--- config.mk ---
export PLATFORM = sky130hd
export DESIGN_NAME = pc_unit_param_flat
export DESIGN_NICKNAME = d
export VERILOG_FILES = /design/src/rtl/pc_unit_param_if.sv /design/src/rtl/pc_unit_param.sv /design/src/flat_wrapper.sv
export SDC_FILE = /design/constraint.sdc
export NUM_CORES = 1
export LEC_CHECK = 0
export ABC_AREA = 1
export CORE_ASPECT_RATIO = 0.75
export CORE_MARGIN = 8
export CORE_UTILIZATION = 50
export DETAILED_ROUTE_END_ITERATION = 8
export PLACE_DENSITY = 0.86
export SYNTH_ARGS = -nofsm -noshare
export SYNTH_HDL_FRONTEND = slang
export SYNTH_SLANG_ARGS = --single-unit
export TNS_END_PERCENT = 20
--- constraint.sdc ---
create_clock -name clk -period 5.7 [get_ports clk]
set_input_delay 1.14 -clock clk [delete_from_list [all_inputs] [get_ports clk]]
set_output_delay 1.14 -clock clk [all_outputs]
set_load 0.1 [all_outputs]
--- src/rtl/pc_unit_param_if.sv ---
// ============================================================================
//  Module      : pc_unit_param_if
//  Description : Control/status bundle between the control unit, ALU flag and
//                instruction memory on one side and the PC unit on the other.
//                master : drives control inputs, observes PC and RAS status
//                slave  : the PC unit itself
//  Revision    : 1.0 - initial release
// ============================================================================
`default_nettype none

interface pc_unit_param_if #(
    parameter int ADDR_W = 32
);
    // control inputs to the PC unit
    logic              stall;
    logic              SaltoCond;
    logic              br_ne;
    logic              oZero;
    logic [ADDR_W-1:0] extSigno;
    logic              jmp_en;
    logic              call;
    logic              ret;
    logic [ADDR_W-1:0] jmp_target;
    // status / address outputs from the PC unit
    logic [ADDR_W-1:0] direinstru;
    logic [ADDR_W-1:0] pc_next;
    logic              ras_empty;
    logic              ras_full;
    logic              ras_ovf;
    logic              ras_unf;

    modport master (
        output stall, SaltoCond, br_ne, oZero, extSigno,
               jmp_en, call, ret, jmp_target,
        input  direinstru, pc_next, ras_empty, ras_full, ras_ovf, ras_unf
    );

    modport slave (
        input  stall, SaltoCond, br_ne, oZero, extSigno,
               jmp_en, call, ret, jmp_target,
        output direinstru, pc_next, ras_empty, ras_full, ras_ovf, ras_unf
    );
endinterface

`default_nettype wire

--- src/rtl/pc_unit_param.sv ---
// ============================================================================
//  Module      : pc_unit_param
//  Description : Parametrised program counter with conditional branch,
//                absolute jump, call/return and a circular return-address
//                stack (RAS).
//  Ports       : clk   - system clock, rising edge
//                reset - asynchronous active-high reset
//                bus   - pc_unit_param_if.slave (controls, PC, RAS status)
//  Revision    : 1.0 - initial release
// ============================================================================
`default_nettype none

module pc_unit_param #(
    parameter int                ADDR_W    = 32,
    parameter int                STEP      = 1,
    parameter logic [ADDR_W-1:0] RESET_VEC = '0,
    parameter int                RAS_DEPTH = 4
) (
    input  wire logic          clk,
    input  wire logic          reset,
    pc_unit_param_if.slave     bus
);

    localparam int                 c_PTR_W = (RAS_DEPTH > 1) ? $clog2(RAS_DEPTH) : 1;
    localparam int                 c_CNT_W = c_PTR_W + 1;
    localparam logic [c_CNT_W-1:0] c_DEPTH = c_CNT_W'(RAS_DEPTH);
    localparam logic [ADDR_W-1:0]  c_STEP  = ADDR_W'(STEP);
    localparam logic [c_PTR_W-1:0] c_PTR_1 = c_PTR_W'(1);
    localparam logic [c_CNT_W-1:0] c_CNT_1 = c_CNT_W'(1);

    // state
    logic [ADDR_W-1:0]  r_pc_q;
    logic [ADDR_W-1:0]  r_ras_q [RAS_DEPTH];
    logic [c_PTR_W-1:0] r_ptr_q;    // next write slot; top entry is r_ptr_q-1
    logic [c_CNT_W-1:0] r_cnt_q;
    logic               r_ovf_q;
    logic               r_unf_q;

    // next state
    logic [ADDR_W-1:0]  w_pc_d;
    logic [ADDR_W-1:0]  w_ras_d [RAS_DEPTH];
    logic [c_PTR_W-1:0] w_ptr_d;
    logic [c_CNT_W-1:0] w_cnt_d;
    logic               w_ovf_d;
    logic               w_unf_d;

    // datapath
    logic [ADDR_W-1:0]  w_seq;
    logic [ADDR_W-1:0]  w_btgt;
    logic [ADDR_W-1:0]  w_top;
    logic [ADDR_W-1:0]  w_pc_next;
    logic               w_taken;
    logic               w_empty;
    logic               w_full;

    always_comb begin
        w_seq   = r_pc_q + c_STEP;
        w_btgt  = w_seq + bus.extSigno;
        w_taken = bus.SaltoCond & (bus.oZero ^ bus.br_ne);
        w_empty = (r_cnt_q == '0);
        w_full  = (r_cnt_q == c_DEPTH);
        w_top   = r_ras_q[r_ptr_q - c_PTR_1];

        // ret > call/jmp > branch > sequential
        if (bus.ret)
            w_pc_next = w_empty ? w_seq : w_top;
        else if (bus.call || bus.jmp_en)
            w_pc_next = bus.jmp_target;
        else if (w_taken)
            w_pc_next = w_btgt;
        else
            w_pc_next = w_seq;
    end

    always_comb begin
        w_pc_d  = r_pc_q;
        w_ras_d = r_ras_q;
        w_ptr_d = r_ptr_q;
        w_cnt_d = r_cnt_q;
        w_ovf_d = r_ovf_q;
        w_unf_d = r_unf_q;

        if (!bus.stall) begin
            w_pc_d = w_pc_next;
            if (bus.ret) begin
                // a simultaneous call is dropped: no push
                if (!w_empty) begin
                    w_ptr_d = r_ptr_q - c_PTR_1;
                    w_cnt_d = r_cnt_q - c_CNT_1;
                end else begin
                    w_unf_d = 1'b1;
                end
            end else if (bus.call) begin
                // when full, r_ptr_q points at the oldest entry, so the
                // write naturally overwrites it circularly
                w_ras_d[r_ptr_q] = w_seq;
                w_ptr_d          = r_ptr_q + c_PTR_1;
                if (w_full)
                    w_ovf_d = 1'b1;
                else
                    w_cnt_d = r_cnt_q + c_CNT_1;
            end
        end
    end

    always_ff @(posedge clk or posedge reset) begin
        if (reset) begin
            r_pc_q  <= RESET_VEC;
            r_ptr_q <= '0;
            r_cnt_q <= '0;
            r_ovf_q <= 1'b0;
            r_unf_q <= 1'b0;
            for (int i = 0; i < RAS_DEPTH; i++)
                r_ras_q[i] <= '0;
        end else begin
            r_pc_q  <= w_pc_d;
            r_ptr_q <= w_ptr_d;
            r_cnt_q <= w_cnt_d;
            r_ovf_q <= w_ovf_d;
            r_unf_q <= w_unf_d;
            for (int i = 0; i < RAS_DEPTH; i++)
                r_ras_q[i] <= w_ras_d[i];
        end
    end

    assign bus.direinstru = r_pc_q;
    assign bus.pc_next    = w_pc_next;
    assign bus.ras_empty  = w_empty;
    assign bus.ras_full   = w_full;
    assign bus.ras_ovf    = r_ovf_q;
    assign bus.ras_unf    = r_unf_q;

endmodule

`default_nettype wire

--- src/flat_wrapper.sv ---
// flat-port wrapper written by rule: the top's interface ports become plain ports
module pc_unit_param_flat 
#(
    parameter int                ADDR_W    = 32,
    parameter int                STEP      = 1,
    parameter logic [ADDR_W-1:0] RESET_VEC = '0,
    parameter int                RAS_DEPTH = 4
)
  (clk, reset, bus_stall, bus_SaltoCond, bus_br_ne, bus_oZero, bus_extSigno, bus_jmp_en, bus_call, bus_ret, bus_jmp_target, bus_direinstru, bus_pc_next, bus_ras_empty, bus_ras_full, bus_ras_ovf, bus_ras_unf);
  pc_unit_param_if #(.ADDR_W(ADDR_W)) bus_i ();
  input  wire logic clk;
  input  wire logic reset;
  input wire logic [$bits(bus_i.stall)-1:0] bus_stall;
  input wire logic [$bits(bus_i.SaltoCond)-1:0] bus_SaltoCond;
  input wire logic [$bits(bus_i.br_ne)-1:0] bus_br_ne;
  input wire logic [$bits(bus_i.oZero)-1:0] bus_oZero;
  input wire logic [$bits(bus_i.extSigno)-1:0] bus_extSigno;
  input wire logic [$bits(bus_i.jmp_en)-1:0] bus_jmp_en;
  input wire logic [$bits(bus_i.call)-1:0] bus_call;
  input wire logic [$bits(bus_i.ret)-1:0] bus_ret;
  input wire logic [$bits(bus_i.jmp_target)-1:0] bus_jmp_target;
  output wire logic [$bits(bus_i.direinstru)-1:0] bus_direinstru;
  output wire logic [$bits(bus_i.pc_next)-1:0] bus_pc_next;
  output wire logic [$bits(bus_i.ras_empty)-1:0] bus_ras_empty;
  output wire logic [$bits(bus_i.ras_full)-1:0] bus_ras_full;
  output wire logic [$bits(bus_i.ras_ovf)-1:0] bus_ras_ovf;
  output wire logic [$bits(bus_i.ras_unf)-1:0] bus_ras_unf;
  assign bus_i.stall = bus_stall;
  assign bus_i.SaltoCond = bus_SaltoCond;
  assign bus_i.br_ne = bus_br_ne;
  assign bus_i.oZero = bus_oZero;
  assign bus_i.extSigno = bus_extSigno;
  assign bus_i.jmp_en = bus_jmp_en;
  assign bus_i.call = bus_call;
  assign bus_i.ret = bus_ret;
  assign bus_i.jmp_target = bus_jmp_target;
  assign bus_direinstru = bus_i.direinstru;
  assign bus_pc_next = bus_i.pc_next;
  assign bus_ras_empty = bus_i.ras_empty;
  assign bus_ras_full = bus_i.ras_full;
  assign bus_ras_ovf = bus_i.ras_ovf;
  assign bus_ras_unf = bus_i.ras_unf;
  pc_unit_param #(.ADDR_W(ADDR_W), .STEP(STEP), .RESET_VEC(RESET_VEC), .RAS_DEPTH(RAS_DEPTH)) u_core (.clk(clk), .reset(reset), .bus(bus_i));
endmodule
==> impl_metrics.tcl, run 1 <==
set metrics [dict create \
    timing.hold.worst.start "u_core.bus.ras_ovf$_DFFE_PP0P_" \
    tns_ns 0 \
    worstSetupEndpointType "output pin" \
    cts_root_buf "clkbuf_16" \
    synthArstFlopShare 1.000 \
    synth_area_leader_cell "dfrtp_1" \
    postCtsHoldBufs 0 \
    setup_violations 0 \
    finalWeightedCongestion 0.9980 \
    ctsHtreeMaxLevel 4 \
    io_buffers 140 \
    rsz0062_at_grt "false" \
    initial_core_util 0.5080 \
    row_count 48 \
    fin_crit_ns 5.525 \
    crit_arrival_ns 4.39 \
    io_pins 141 \
    die-area_mm2 0.02850 \
    syn2layout_area_growth_pct 22.46 \
    layout_common_cells "nand2_1 (599), o21ai_0 (221), inv_1 (169)" \
    antenna_found_initial 0 \
    n_antenna_cell 0 \
    hold_depth 1 \
    yosysTopAreaCellShare 0.3586 \
    ant_nets 0 \
    synth_cell_types 57 \
    grt_pass1_wl_um 67380 \
    tightestPinTransition_ns 1.076 \
    reg2reg_slack_ns 1.69 \
    first_pass_iters 6 \
    crit_required_ns 4.56 \
    drt_iter0_drc 1503 \
    syn_nets 1851 \
    grt-ovfl-total 0 \
    insertion_delay_ns 0.45 \
    syn_avg_cell_area_um2 6.728 \
    synth-edff-count 0 \
    fin_nets 1964 \
    die_w_um 192.3 \
    drt_drc_violations_left 0 \
    fin_skew_ns 0.01444 \
    drive_gt1_frac 0.08342 \
    netlist_instances 1732 \
    drv_slew 0 \
    routed_via_density 5.784 \
    synth-seq-area-share 0.3586 \
    cts_setup_buffers 0 \
    grt_max_degree 103 \
    fin_crit_sh 0.9693 \
    path_max_fanout 9 \
    path_clk_slew_ns 0.07 \
    yosys_warnings 0 \
    fill_cells 2059 \
    wl_per_cell_um 20.31 \
    dieHeight_um 148.2 \
    clkSinkCount 167 \
    r2r-end "u_core.bus.direinstru[10]$_DFFE_PP0N_" \
    hold_path_end "u_core.bus.ras_ovf$_DFFE_PP0P_" \
    outcome "complete, no violations" \
    max_freq_ghz 0.1810 \
    cts_buffers 17 \
    grt_pass1_vias 11653 \
    hp-class "flop to flop" \
    cts_tree "built" \
    hold_violations 0 \
    place_hpwl_um 32900 \
    wl_um 43840 \
    netlist_top_cells_area "dfrtp_1 (36%), nand2_1 (19%), o21ai_0 (9.6%)" \
    crit_type "flop to output pin" \
    ys_seq_elements 167 \
    drv_cap 0 \
    grtUsageTotal 0.3074 \
    layout_commonest_cell "nand2_1" \
    cp-start-kind "flop" \
    reg2reg_depth 19 \
    cts_buffer_depth 2 \
    r2r-start "u_core.bus.direinstru[0]$_DFFE_PP0N_" \
    num_vias 12482 \
    syn_area_mm2 0.01165 \
    dominantRegCellSynth "dfrtp_1" \
    core_mm2 0.02294 \
    relSlewSlack 0.2804 \
]
## logic make-up after synthesis
family,share of synthesized area
adder cells (fa/ha/maj),0.05068
flip-flops,0.3586
AO/OA/AOI/OAI,0.1674
AND/OR/NAND/NOR,0.3163
XOR/XNOR,0.02470
buffers and inverters,0.08235
## layout make-up
class,instances,area [um2],share of cell area
Multi-Input combinational cell,1315,6566,0.4601
Sequential cell,167,4183,0.2931
Timing Repair Buffer,164,1902,0.1333
Inverter,180,680.7,0.04769
Clock buffer,20,446.7,0.03130
Tap cell,300,375.4,0.02630
Clock inverter,12,117.6,0.008241
## per-layer routing
metal,track usage,share of wire
met1,0.4317,0.42
met2,0.4188,0.40
met4,0.1185,0.038
met3,0.1151,0.13
met5,0,0
## synthesized netlist by cell type, types with 3 or more instances
master    instances
xnor2_1           3
inv_2             6
clkinv_1          4
o211ai_1         12
o21ai_1           8
nor2_2            6
clkbuf_1         60
nand2_1         600
o22ai_1          16
inv_1           170
nand4_1           6
nor3_1            9
ha_1             44
dfrtp_1         167
xor2_1           18
o21ai_0         223
nand2_4           3
nand2_2          14
nor2_1          140
o21bai_1          7
a22oi_1           6
nor2_4            6
nand3b_1          3
a21o_1            5
buf_2             5
a21oi_1          66
a32oi_1           5
nor3_2            3
nand3_1          79
## critical path, cell delays in order, from the launching register on
cell and delay [ns]:
dfrtp_2 0.47, ha_1 0.18, inv_1 0.05, nor2_1 0.15, nand3_1 0.14, inv_1 0.08, nand3_1 0.10, xor2_1 0.71
ha_1 0.46, a21oi_1 0.25, nor2_1 0.06, nor2_1 0.11, o21ai_0 0.13, a21oi_1 0.35, nand2_1 0.10, nand2_1 0.07
nand3_1 0.06, nand2_1 0.08, nand2_1 0.05, nand2_1 0.15, buf_12 0.20
## registers in the layout, indices dropped and copies added, names as in the netlist
signal and count:
u_core.bus.ras_unf 1, u_core.r_ras_q 128, u_core.bus.ras_ovf 1, u_core.r_cnt_q 3, u_core.r_ptr_q 2, u_core.bus.direinstru 32
## stage by stage
step	utilization	setup WS, ns	cells	hold slack, ns	cell area, um2
after global routing	0.6221	0.01773	2158	0.4799	14270
after floorplan	-	0.04162	1732	0.4438	11650
after CTS	0.6199	0.2527	2158	0.4734	14220
final	0.6221	0.1747	2158	0.4749	14270
after detailed placement	0.5953	0.6591	2126	0.4513	13660
after global placement	0.5953	0.6442	2126	0.4420	13660
## what timing repair did
action	CTS	global route
endpoints found under the hold margin	0	0
setup endpoints to repair	0	17
resized for setup	0	12
## worst max-delay path by stage
stage / cells past startpoint / slack (ns) / end / startpoint
after global routing: 24 / 0.02 / bus_pc_next[23] / u_core.bus.direinstru[0]$_DFFE_PP0N_
after floorplan: 1 / 0.04 / u_core.bus.direinstru[0]$_DFFE_PP0N_ / reset
final: 20 / 0.17 / bus_pc_next[29] / u_core.bus.direinstru[0]$_DFFE_PP0N_
after global placement: 14 / 0.64 / bus_pc_next[11] / bus_extSigno[6]
after detailed placement: 14 / 0.66 / bus_pc_next[11] / bus_extSigno[6]
after CTS: 16 / 0.25 / bus_pc_next[16] / u_core.bus.direinstru[11]$_DFFE_PP0N_
Power of run 1 is left out: the tool's default activity adds up to more than one toggle a clock period on the data nets, which glitch-free logic cannot reach.
==> inputs of run 2 (changes only) <==
Settings changed: MAX_ROUTING_LAYER set to met4.
==> run 2 against run 1 <==
Final cell count did not move. Via count rose by 0.88%. Register-to-register slack improved by 0.03 ns.
==> impl_metrics.tcl, run 2 (synthesis gave the netlist of run 1 again) <==
set metrics [dict create \
    outcome "complete, no violations" \
    regMostFlops "u_core.r_ras_q" \
    cp-start-kind "flop" \
    cts_tree "built" \
    crit_arrival_ns 4.33 \
    ctsHtreeMaxLevel 4 \
    grt_pass1_wl_um 67610 \
    initial_core_util 0.5080 \
    syn2layout_area_growth_pct 22.57 \
    io_buffers 140 \
    dpl.cell_count 2126 \
    ant_nets 0 \
    crit_type "flop to output pin" \
    drive_gt1_frac 0.08181 \
    routed_via_density 5.835 \
    path_clk_slew_ns 0.06 \
    drt_drc_violations_left 0 \
    finalWeightedCongestion 1.051 \
    final_util 0.6226 \
    grt_max_degree 92 \
    tns_ns 0 \
    wl_per_cell_um 20.47 \
    hold_violations 0 \
    io_pins 141 \
    fin_crit_sh 0.9596 \
    grt-ovfl-total 0 \
    path_buf_inv 4 \
    crit_required_ns 4.56 \
    drv_slew 0 \
    grtUsageTotal 0.3163 \
    tightestPinTransition_ns 1.137 \
    hp-class "flop to flop" \
    drt_iter0_drc 1596 \
    fill_cells 2064 \
    fin_nets 1964 \
    cts_root_buf "clkbuf_16" \
    grt_pass1_vias 11644 \
    wl_um 44180 \
    layout_common_cells "nand2_1 (600), o21ai_0 (223), inv_1 (169)" \
    dieHeight_um 148.2 \
    fin_crit_ns 5.470 \
    num_vias 12592 \
    drv_cap 0 \
    n_antenna_cell 0 \
    row_count 48 \
    postCtsHoldBufs 0 \
    relSlewSlack 0.2399 \
    finalNonFillerCells 2158 \
    place_hpwl_um 33240 \
    largest_register_ffs 128 \
    layout_commonest_cell "nand2_1" \
    cts_setup_buffers 0 \
    setup_violations 0 \
    rsz0062_at_grt "false" \
    slowest_delay_ns 0.54 \
    slowest_stage "dfrtp_1" \
    cts_buffer_depth 2 \
    antenna_found_initial 0 \
    cpLargestDelayFamily "simple AND/OR/NAND/NOR gates" \
    path_max_fanout 6 \
    die-area_mm2 0.02850 \
    core_mm2 0.02294 \
    fin_skew_ns 0.01476 \
    worstSetupEndpointType "output pin" \
    clkSinkCount 167 \
    cp_common_cell "nand2_1" \
    die_w_um 192.3 \
    first_pass_iters 6 \
    max_freq_ghz 0.1828 \
    cts_buffers 17 \
    crit_chain "nand2_1, nor2_1, inv_1, nor2_1, nand2_1, nor2_1, nand3_1, nand2_1, inv_1, ha_1, nand2_1, nor2_1, inv_1, nor4_1, nand2_1, nand3_1, nand3_1, nand2_1, nand2_1, nand2_1, buf_12" \
    insertion_delay_ns 0.44 \
]
## run 2: path summary, 6_finish.rpt
check                                                       from                               endpoint  slack, ns  cells after the start
setup / recovery           u_core.bus.direinstru[12]$_DFFE_PP0N_                        bus_pc_next[29]       0.23                     21
hold / removal                    u_core.bus.ras_ovf$_DFFE_PP0P_         u_core.bus.ras_ovf$_DFFE_PP0P_       0.46                      1
setup reg to reg            u_core.bus.direinstru[8]$_DFFE_PP0N_  u_core.bus.direinstru[16]$_DFFE_PP0N_       1.72                     17
hold reg to reg                   u_core.bus.ras_ovf$_DFFE_PP0P_         u_core.bus.ras_ovf$_DFFE_PP0P_       0.46                      1
max in group asynchronous                                  reset        u_core.r_ras_q[110]$_DFFE_PP0P_       3.36                      3
min in group asynchronous                                  reset         u_core.r_ras_q[80]$_DFFE_PP0P_       1.23                      2
## run 2: layer usage
metal | global-route usage | up-vias | part of all wire | wire [um]
met5 | - | - | 0 | 0
met4 | 0.1155 | 0 | 0.038 | 1668
met3 | 0.09125 | 108 | 0.14 | 5968
met2 | 0.4276 | 791 | 0.41 | 18060
met1 | 0.4412 | 5893 | 0.42 | 18480
li1 | - | 5800 | - | -
## run 2: layout make-up
class / instances / area, um2 / share of cell area
clock buffers: 17 / 425.4 / 0.02978
well taps: 300 / 375.4 / 0.02628
multi-input cells: 1315 / 6543 / 0.4580
clock inverters: 15 / 188.9 / 0.01323
repair buffers: 164 / 1889 / 0.1323
flip-flops and latches: 167 / 4182 / 0.2927
inverters: 180 / 680.7 / 0.04765
## run 2: through the flow
step / setup WS, ns / instance area (um2) / hold WS (ns)
after floorplan: 0.04162 / 11650 / 0.4438
after global placement: 0.6591 / 13650 / 0.4422
after detailed placement: 0.6930 / 13650 / 0.4475
after CTS: 0.2499 / 14260 / 0.4620
after global routing: 0.01783 / 14280 / 0.4988
final: 0.2302 / 14280 / 0.4569
## run 2: what timing repair did
action / in CTS / in global routing
endpoints found under the setup margin: 0 / 13
resized for setup: 0 / 4
hold endpoints to repair: 0 / 0
Power of run 2 is left out for the same reason.
==> inputs of run 3 (changes only) <==
Settings changed: CAP_MARGIN set to 30.
==> run 3 against run 2 <==
Final cell count up 0.14%. Hold slack better by 0.00063 ns. Non-clock buffer count up 3. Wire length up 0.57%. Register-to-register slack worse by 0.02 ns.
==> impl_metrics.tcl, run 3 (synthesis gave the netlist of run 1 again) <==
set metrics [dict create \
    initial_core_util 0.5080 \
    wl_um 44430 \
    crit_arrival_ns 4.39 \
    insertion_delay_ns 0.45 \
    fin_nets 1967 \
    finalNonFillerCells 2161 \
    cp-startpoint "u_core.bus.direinstru[2]$_DFFE_PP0N_" \
    rsz0062_at_grt "false" \
    fin_crit_sh 0.9699 \
    fin_skew_ns 0.01622 \
    hold_violations 0 \
    tightestPinTransition_ns 1.210 \
    dieHeight_um 148.2 \
    drv_slew 0 \
    die-area_mm2 0.02850 \
    routed_via_density 5.882 \
    cp-start-kind "flop" \
    layout_commonest_cell "nand2_1" \
    crit_type "flop to output pin" \
    outcome "complete, no violations" \
    tns_ns 0 \
    ctsHtreeMaxLevel 4 \
    drive_gt1_frac 0.08383 \
    relSlewSlack 0.1845 \
    fill_cells 2042 \
    final_util 0.6261 \
    num_vias 12711 \
    r2r-start "u_core.bus.direinstru[2]$_DFFE_PP0N_" \
    fin_crit_ns 5.528 \
    io_pins 141 \
    reg2reg_depth 20 \
    io_buffers 140 \
    max_freq_ghz 0.1809 \
    r2r-end "u_core.bus.direinstru[16]$_DFFE_PP0N_" \
    place_hpwl_um 33430 \
    hp-class "flop to flop" \
    die_w_um 192.3 \
    setup_violations 0 \
    finalWeightedCongestion 1.051 \
    n_antenna_cell 0 \
    cts_root_buf "clkbuf_16" \
    path_clk_slew_ns 0.07 \
    drt_drc_violations_left 0 \
    hold_depth 1 \
    drv_cap 0 \
    hold_path_end "u_core.bus.ras_ovf$_DFFE_PP0P_" \
    clkSinkCount 167 \
    path_max_fanout 6 \
    core_mm2 0.02294 \
    first_pass_iters 6 \
    cts_buffer_depth 2 \
    dpl.cell_count 2129 \
    grt_pass1_wl_um 68010 \
    postCtsHoldBufs 0 \
    timing.hold.worst.start "u_core.bus.ras_ovf$_DFFE_PP0P_" \
    layout_common_cells "nand2_1 (600), o21ai_0 (223), inv_1 (169)" \
    largest_register_ffs 128 \
    ant_nets 0 \
    dpl_cell_area_mm2 0.01372 \
    grt_pass1_vias 11815 \
    antenna_found_initial 0 \
    drt_iter0_drc 1725 \
    grtUsageTotal 0.3196 \
    syn2layout_area_growth_pct 23.26 \
    regMostFlops "u_core.r_ras_q" \
    final_area_mm2 0.01436 \
    crit_required_ns 4.56 \
    cts_tree "built" \
    grt-ovfl-total 0 \
    reg2reg_slack_ns 1.70 \
    worstSetupEndpointType "output pin" \
    row_count 48 \
    grt_max_degree 92 \
    cts_buffers 17 \
    wl_per_cell_um 20.56 \
]
==> run 3: cell types whose count changed in the layout (fill, tap and decap cells not counted) <==
cell      before  now
buf_16         0    2
clkinv_4       3    1
inv_6          6    8
buf_8          0    1
clkbuf_8       0    1
clkinv_2       2    1
dfrtp_1      165  164
dfrtp_2        2    3
==> run 3: per-stage QoR <==
step / hold WS, ns / setup slack [ns]
6_report: 0.4575 / 0.1716
5_1_grt: 0.4975 / 0.01506
4_1_cts: 0.4622 / 0.2609
3_5_place_dp: 0.4475 / 0.6638
3_3_place_gp: 0.4422 / 0.6591
2_1_floorplan: 0.4438 / 0.04162
==> run 3: what timing repair did <==
item | in CTS | in global routing
buffers inserted | 0 | 0
gates resized for setup | 0 | 5
setup endpoints to repair | 0 | 12
endpoints found under the hold margin | 0 | 0
==> run 3: how the worst max path moves through the flow <==
stage	to	slack, ns	cells after the start
4_1_cts	bus_pc_next[29]	0.26	18
2_1_floorplan	u_core.bus.direinstru[0]$_DFFE_PP0N_	0.04	1
3_5_place_dp	bus_pc_next[11]	0.66	14
3_3_place_gp	bus_pc_next[11]	0.66	14
6_report	bus_pc_next[11]	0.17	20
5_1_grt	bus_pc_next[23]	0.02	25
==> run 3: layer usage <==
layer,share of wire,up-vias,wire [um],global-route usage
li1,-,5790,-,-
met1,0.42,5997,18640,0.4345
met2,0.41,816,18260,0.4369
met3,0.13,108,5874,0.1018
met4,0.037,0,1655,0.1197
met5,0,-,0,-
==> run 3: area by class of cell <==
class	count	area (um2)	share of cell area
Inverter	180	680.7	0.04739
Sequential cell	167	4183	0.2912
Multi-Input combinational cell	1315	6543	0.4555
Tap cell	300	375.4	0.02613
Timing Repair Buffer	167	1959	0.1364
Clock buffer	18	439.2	0.03057
Clock inverter	14	183.9	0.01280
==> run 3: worst max-delay path: stages, from the launching register on <==
cell	delay (ns)
dfrtp_1	0.46
nand2_1	0.13
nor2_4	0.18
inv_2	0.06
nor2_2	0.15
nand3_1	0.09
nand2_1	0.22
inv_1	0.16
ha_1	0.41
nand2_1	0.15
nor2_1	0.11
nand3_1	0.09
nand2_1	0.21
nand2_1	0.08
nand2_1	0.16
xor2_1	0.16
nor2_1	0.05
o21ai_0	0.18
nand2_1	0.12
o21ai_0	0.49
buf_12	0.27
Power of run 3 is left out for the same reason.
